==> config.mk <==
export PLATFORM = sky130hd
export DESIGN_NAME = tx_frame_ctrl_flat
export DESIGN_NICKNAME = d
export VERILOG_FILES = /design/src/rtl/tx_frame_ctrl_if.sv /design/src/rtl/tx_frame_ctrl.sv /design/src/flat_wrapper.sv
export SDC_FILE = /design/constraint.sdc
export NUM_CORES = 1
export LEC_CHECK = 0
export CAP_MARGIN = 20
export CORE_AREA = 2 2 101 103
export CTS_BUF_LIST = sky130_fd_sc_hd__clkbuf_4
export CTS_CLUSTER_DIAMETER = 30
export DETAILED_ROUTE_END_ITERATION = 16
export DIE_AREA = 0 0 103 105
export PLACE_DENSITY = 0.62
export SLEW_MARGIN = 20
export SYNTH_ARGS = -nofsm -noshare
export SYNTH_HDL_FRONTEND = slang
export SYNTH_SLANG_ARGS = --single-unit
==> constraint.sdc <==
create_clock -name clk -period 1.9 [get_ports clk]
set_clock_uncertainty 0.15 [all_clocks]
set_input_delay 0.19 -clock clk [delete_from_list [all_inputs] [get_ports clk]]
set_output_delay 0.19 -clock clk [all_outputs]
set_load 0.02 [all_outputs]
==> src/rtl/tx_frame_ctrl_if.sv <==
`default_nettype none
// ============================================================================
// Module   : tx_frame_ctrl_if
// Brief    : Byte handshake between the frame controller and the UART TX.
// Revision : 1.0
// ============================================================================
interface tx_frame_ctrl_if;
    logic       tx_en;
    logic [7:0] tx_data;
    logic       tx_done;

    modport master (output tx_en, output tx_data, input tx_done);
    modport slave  (input tx_en, input tx_data, output tx_done);
endinterface
`default_nettype wire

==> src/rtl/tx_frame_ctrl.sv <==
`default_nettype none
// ============================================================================
// Module   : tx_frame_ctrl
// Brief    : Periodic frame uploader (header, data bytes LSB-first, optional
//            checksum). Define TX_FRAME_CHECKSUM_EN to append the checksum byte.
// Revision : 1.0
// ============================================================================
module tx_frame_ctrl #(
    parameter int         N_BYTES  = 4,
    parameter int         PERIOD   = 5000000,
    parameter int         PERIOD_W = 25,
    parameter logic [7:0] HEADER   = 8'hA5
) (
    input  logic                 clk,
    input  logic                 rst,
    input  logic [8*N_BYTES-1:0] data_in_i,
    tx_frame_ctrl_if.master      tx,
    output logic                 busy_o,
    output logic                 frame_done_o,
    output logic                 overrun_o
);

`ifdef TX_FRAME_CHECKSUM_EN
    localparam int C_LAST_IDX = N_BYTES + 1;
`else
    localparam int C_LAST_IDX = N_BYTES;
`endif
    localparam int C_IDX_W = $clog2(N_BYTES + 2);

    localparam logic [1:0] C_ST_IDLE = 2'd0;
    localparam logic [1:0] C_ST_SEND = 2'd1;
    localparam logic [1:0] C_ST_GAP  = 2'd2;

    logic [1:0]           state_q,      state_d;
    logic [PERIOD_W-1:0]  cnt_q,        cnt_d;
    logic [C_IDX_W-1:0]   idx_q,        idx_d;
    logic [8*N_BYTES-1:0] shadow_q,     shadow_d;
    logic [7:0]           tx_data_q,    tx_data_d;
    logic                 frame_done_q, frame_done_d;
    logic                 overrun_q,    overrun_d;

    logic                 w_tick;
    logic [7:0]           w_next_byte;

    assign w_tick = (cnt_q == PERIOD_W'(PERIOD - 1));

`ifdef TX_FRAME_CHECKSUM_EN
    logic [7:0] w_checksum;

    always_comb begin
        w_checksum = 8'h00;
        for (int k = 0; k < N_BYTES; k++) begin
            w_checksum = w_checksum + shadow_q[8*k +: 8];
        end
    end
`endif

    // idx_q already points at the byte to load when the GAP state is reached
    always_comb begin
        w_next_byte = HEADER;
        for (int k = 0; k < N_BYTES; k++) begin
            if (idx_q == C_IDX_W'(k + 1)) begin
                w_next_byte = shadow_q[8*k +: 8];
            end
        end
`ifdef TX_FRAME_CHECKSUM_EN
        if (idx_q == C_IDX_W'(C_LAST_IDX)) begin
            w_next_byte = w_checksum;
        end
`endif
    end

    always_ff @(posedge clk) begin
        if (rst) begin
            state_q      <= C_ST_IDLE;
            cnt_q        <= '0;
            idx_q        <= '0;
            shadow_q     <= '0;
            tx_data_q    <= 8'h00;
            frame_done_q <= 1'b0;
            overrun_q    <= 1'b0;
        end else begin
            state_q      <= state_d;
            cnt_q        <= cnt_d;
            idx_q        <= idx_d;
            shadow_q     <= shadow_d;
            tx_data_q    <= tx_data_d;
            frame_done_q <= frame_done_d;
            overrun_q    <= overrun_d;
        end
    end

    always_comb begin
        state_d      = state_q;
        idx_d        = idx_q;
        shadow_d     = shadow_q;
        tx_data_d    = tx_data_q;
        cnt_d        = w_tick ? '0 : cnt_q + 1'b1;
        frame_done_d = 1'b0;
        // A tick that lands on a running frame (even its last cycle) is dropped
        overrun_d    = w_tick && (state_q != C_ST_IDLE);

        case (state_q)
            C_ST_IDLE: begin
                if (w_tick) begin
                    shadow_d  = data_in_i;
                    tx_data_d = HEADER;
                    idx_d     = '0;
                    state_d   = C_ST_SEND;
                end
            end
            C_ST_SEND: begin
                if (tx.tx_done) begin
                    if (idx_q == C_IDX_W'(C_LAST_IDX)) begin
                        frame_done_d = 1'b1;
                        state_d      = C_ST_IDLE;
                    end else begin
                        idx_d   = idx_q + 1'b1;
                        state_d = C_ST_GAP;
                    end
                end
            end
            C_ST_GAP: begin
                tx_data_d = w_next_byte;
                state_d   = C_ST_SEND;
            end
            default: begin
                state_d = C_ST_IDLE;
            end
        endcase
    end

    always_comb begin
        tx.tx_en     = (state_q == C_ST_SEND);
        tx.tx_data   = tx_data_q;
        busy_o       = (state_q != C_ST_IDLE);
        frame_done_o = frame_done_q;
        overrun_o    = overrun_q;
    end

endmodule
`default_nettype wire
==> src/flat_wrapper.sv <==
// flat-port wrapper written by rule: the top's interface ports become plain ports
module tx_frame_ctrl_flat 
#(
    parameter int         N_BYTES  = 4,
    parameter int         PERIOD   = 5000000,
    parameter int         PERIOD_W = 25,
    parameter logic [7:0] HEADER   = 8'hA5
)
  (clk, rst, data_in_i, busy_o, frame_done_o, overrun_o, tx_tx_en, tx_tx_data, tx_tx_done);
  tx_frame_ctrl_if tx_i ();
  input  logic clk;
  input  logic rst;
  input  logic [8*N_BYTES-1:0] data_in_i;
  output logic busy_o;
  output logic frame_done_o;
  output logic overrun_o;
  output wire logic [$bits(tx_i.tx_en)-1:0] tx_tx_en;
  output wire logic [$bits(tx_i.tx_data)-1:0] tx_tx_data;
  input wire logic [$bits(tx_i.tx_done)-1:0] tx_tx_done;
  assign tx_tx_en = tx_i.tx_en;
  assign tx_tx_data = tx_i.tx_data;
  assign tx_i.tx_done = tx_tx_done;
  tx_frame_ctrl #(.N_BYTES(N_BYTES), .PERIOD(PERIOD), .PERIOD_W(PERIOD_W), .HEADER(HEADER)) u_core (.clk(clk), .rst(rst), .data_in_i(data_in_i), .tx(tx_i), .busy_o(busy_o), .frame_done_o(frame_done_o), .overrun_o(overrun_o));
endmodule
==> out/summary.txt <==
Status -> finished, violations left
Violated checks -> setup timing
CTS buffer count -> 9
Final nets -> 514
Vias in the first global route -> 2,899
DRT antenna net count -> 0
Final setup viols -> 66
Slew Viols, Final -> 0
Synth Area per Inst -> 8.94 sq um
First-pass GRT wire length -> 13,600 um
Crit path DAT -> 2.27 ns
Final worst-path cycle share -> 1.08
Post-DP HPWL -> 5540 um
I/O pins -> 47
GR Overflow Total -> 0
Initial antenna violation count -> 0
Synth Net Count -> 414
Syn Std Cell Area -> 3330 sq um
Tmin final -> 2.06 ns
Register area share after synthesis -> 0.432
Number of vias per cell -> 4.87
Wirelength per Cell -> 14.1 um
Ys flop type -> dfxtp_1
Clk sinks -> 72
Htree depth -> 3
Finished Cell Area -> 4980 sq um
Synth cell count leaders -> 72 x dfxtp_1, 59 x nand2_1, 33 x nor2_1
Layout cell share with drive strength beyond 1 -> 0.400
Fmax -> 486 MHz
Largest net degree at the start of global routing -> 33
DRT iter0 DRCs -> 156
Sequential cell area -> 1450 sq um
Synth top area share -> 0.432
IO Port Bufs -> 46
Crit Path Max Fanout -> 6
Area leader, netlist -> dfxtp_1
Worst-margin pin slew -> 0.565 ns
Comb pwr share -> 0.059
Share of power burned in registers -> 0.497
GP Congestion -> 0.787
Int Pwr -> 2.42 mW
Leak pwr -> 1.79 nW
Fill count -> 882
Ys async rst share -> 0
CP required -> 2.11 ns
Ranking of synthesized cells by area -> dfxtp_1 43%, a21oi_2 7.9%, nand2_1 6.6%
Post-synth EDFFs -> 0
Net load switching power -> 629 uW
Slowest cell on the critical path -> or4b_4
Chip width -> 103 um
Clock Latency Late Sink -> 0.43 ns
RSZ-0062 raised after global routing -> true
CP Capture Type -> register
CTS tree -> yes
Initial core utilization -> 0.346
Setup ws final -> -0.158 ns
Worst hold path type -> input port to register
Crit-path leading delay family -> simple AND/OR/NAND/NOR gates
Rows -> 36
Buffer and inverter count on the worst path -> 2
Most common cell in the netlist -> dfxtp_1
Yosys cell types -> 44
DRC errors left -> 0
Clock power share -> 0.444
Worst VDD drop -> 0.313 mV
Worst-path clk slew -> 0.13 ns
Die ar. -> 10,800 sq um
TritonRoute pass-1 iters -> 4
Vias -> 2,975
Final core utilization -> 0.516
Post-DP Area -> 4230 sq um
Cell count after synthesis -> 373
Power per cell area -> 613 nW/um^2
Area of the multi-input gates -> 2040 sq um
Max-cap viol count -> 0
Hold Fails Final Rpt -> 0
Critical path's most frequent cell -> buf_12
CTS max path bufs -> 2
Crit path launch type -> register
Slew HR -> 0.623
Critical path class -> register to register
GRT Total Usage -> 0.159
CP max stage delay -> 0.57 ns
Sw Share -> 0.206
Synth Register Bits -> 72
Core area -> 9640 sq um
Area growth, synth to finish -> 49.4%
Die Y -> 105 um
Clock root buffer -> clkbuf_4
DRT Wirelength -> 8590 um
Ant. Diodes -> 0
Synth Warn # -> 0
CP Cell Sequence -> or4b_4 > nor4_4 > and2_4 > buf_12 > buf_12 > nand2_2 > a21oi_2
## flip-flops by register name (all words and copies together) (netlist names)
name / flops
u_core.tx.tx_data: 8
u_core.shadow_q: 32
u_core.idx_q: 3
u_core.cnt_q: 25
u_core.state_q: 2
u_core.frame_done_o: 1
u_core.overrun_o: 1
## stage by stage
step | power (mW) | setup slack (ns) | setup TNS (ns) | hold WS (ns) | instances
detailed placement | 1.70 | -0.197 | -7.21 | 0.297 | 580
finish | 3.05 | -0.158 | -6.88 | 0.0465 | 611
CTS | 3.04 | -0.116 | -4.26 | 0.0154 | 605
global route | 3.13 | -0.237 | -12.12 | 0.0578 | 611
global placement | 1.70 | -0.156 | -5.69 | 0.294 | 580
floorplan | 1.60 | -0.0732 | -2.49 | 0.174 | 373
## metal layers
layer	part of all wire	GRT usage
met2	0.46	0.237
met5	0	0
met4	0.018	0.0573
met3	0.045	0.0268
met1	0.48	0.229
## worst paths after layout
path                                         from                               end  slack [ns]  cells after the start
hold / removal                                rst  u_core.shadow_q[24]$_SDFFE_PP0P_        0.05                      2
setup / recovery      u_core.cnt_q[15]$_SDFF_PP0_  u_core.shadow_q[28]$_SDFFE_PP0P_       -0.16                      7
hold reg to reg   u_core.shadow_q[0]$_SDFFE_PP0P_   u_core.shadow_q[0]$_SDFFE_PP0P_        0.32                      2
setup reg to reg      u_core.cnt_q[15]$_SDFF_PP0_  u_core.shadow_q[28]$_SDFFE_PP0P_       -0.16                      7
## worst reg2reg max path: stages (launching register included)
cell and delay (ns):
dfxtp_1 0.34, or4b_4 0.57, nor4_4 0.28, and2_4 0.24, buf_12 0.12, buf_12 0.13
nand2_2 0.06, a21oi_2 0.12
## power by group through the flow
stage,registers [mW],logic [mW],clock network [mW]
after global placement,1.55,0.147,0
final,1.52,0.181,1.36
after CTS,1.52,0.149,1.38
after floorplan,1.55,0.0422,0
after detailed placement,1.55,0.147,0
after global routing,1.52,0.193,1.42
## cell type report
type / instances / area share
Clock buffer: 10 / 0.0151
Clock inverter: 6 / 0.0264
Inverter: 5 / 0.00377
Multi-Input combinational cell: 278 / 0.410
Sequential cell: 72 / 0.291
Tap cell: 133 / 0.0334
Timing Repair Buffer: 107 / 0.220
## cell usage in the layout (no fill, tap or decap), types with 4 or more instances in the layout
master,instances
a21oi_1,7
a21oi_2,32
a221o_1,4
and3_1,4
buf_12,6
buf_4,47
bufinv_16,4
clkbuf_4,10
clkdlybuf4s50_1,43
dfxtp_1,68
inv_1,5
nand2_1,57
nand2_2,26
nand2_4,6
nand2b_1,4
nand3_1,17
nand4_1,5
nor2_1,10
nor2_2,10
nor2_4,13
nor2b_1,5
nor3_1,4
o211ai_1,4
o21a_1,4
o221ai_1,4
xnor2_1,4
xor2_1,19
## cell families (layout without fill, tap and decap cells)
logic type,count (synthesis),in the layout,synth area share
and+or+nand+nor,178,178,0.273
DFF,72,72,0.432
AOI/OAI and AO/OA,69,69,0.161
xor gates and xnor gates,23,23,0.0604
buffers and inverters,23,128,0.0447
adders and majority gates,6,6,0.0225
muxes,2,2,0.00601
## timing repair
item / in CTS / in global routing
resized for setup: 32 / 54
hold buffers: 0 / 0
pin swaps: 19 / 22
setup buffers: 6 / 3
endpoints found under the setup margin: 70 / 69
cloned: 3 / 3
Note: power is estimated with default switching activity, not from simulation.
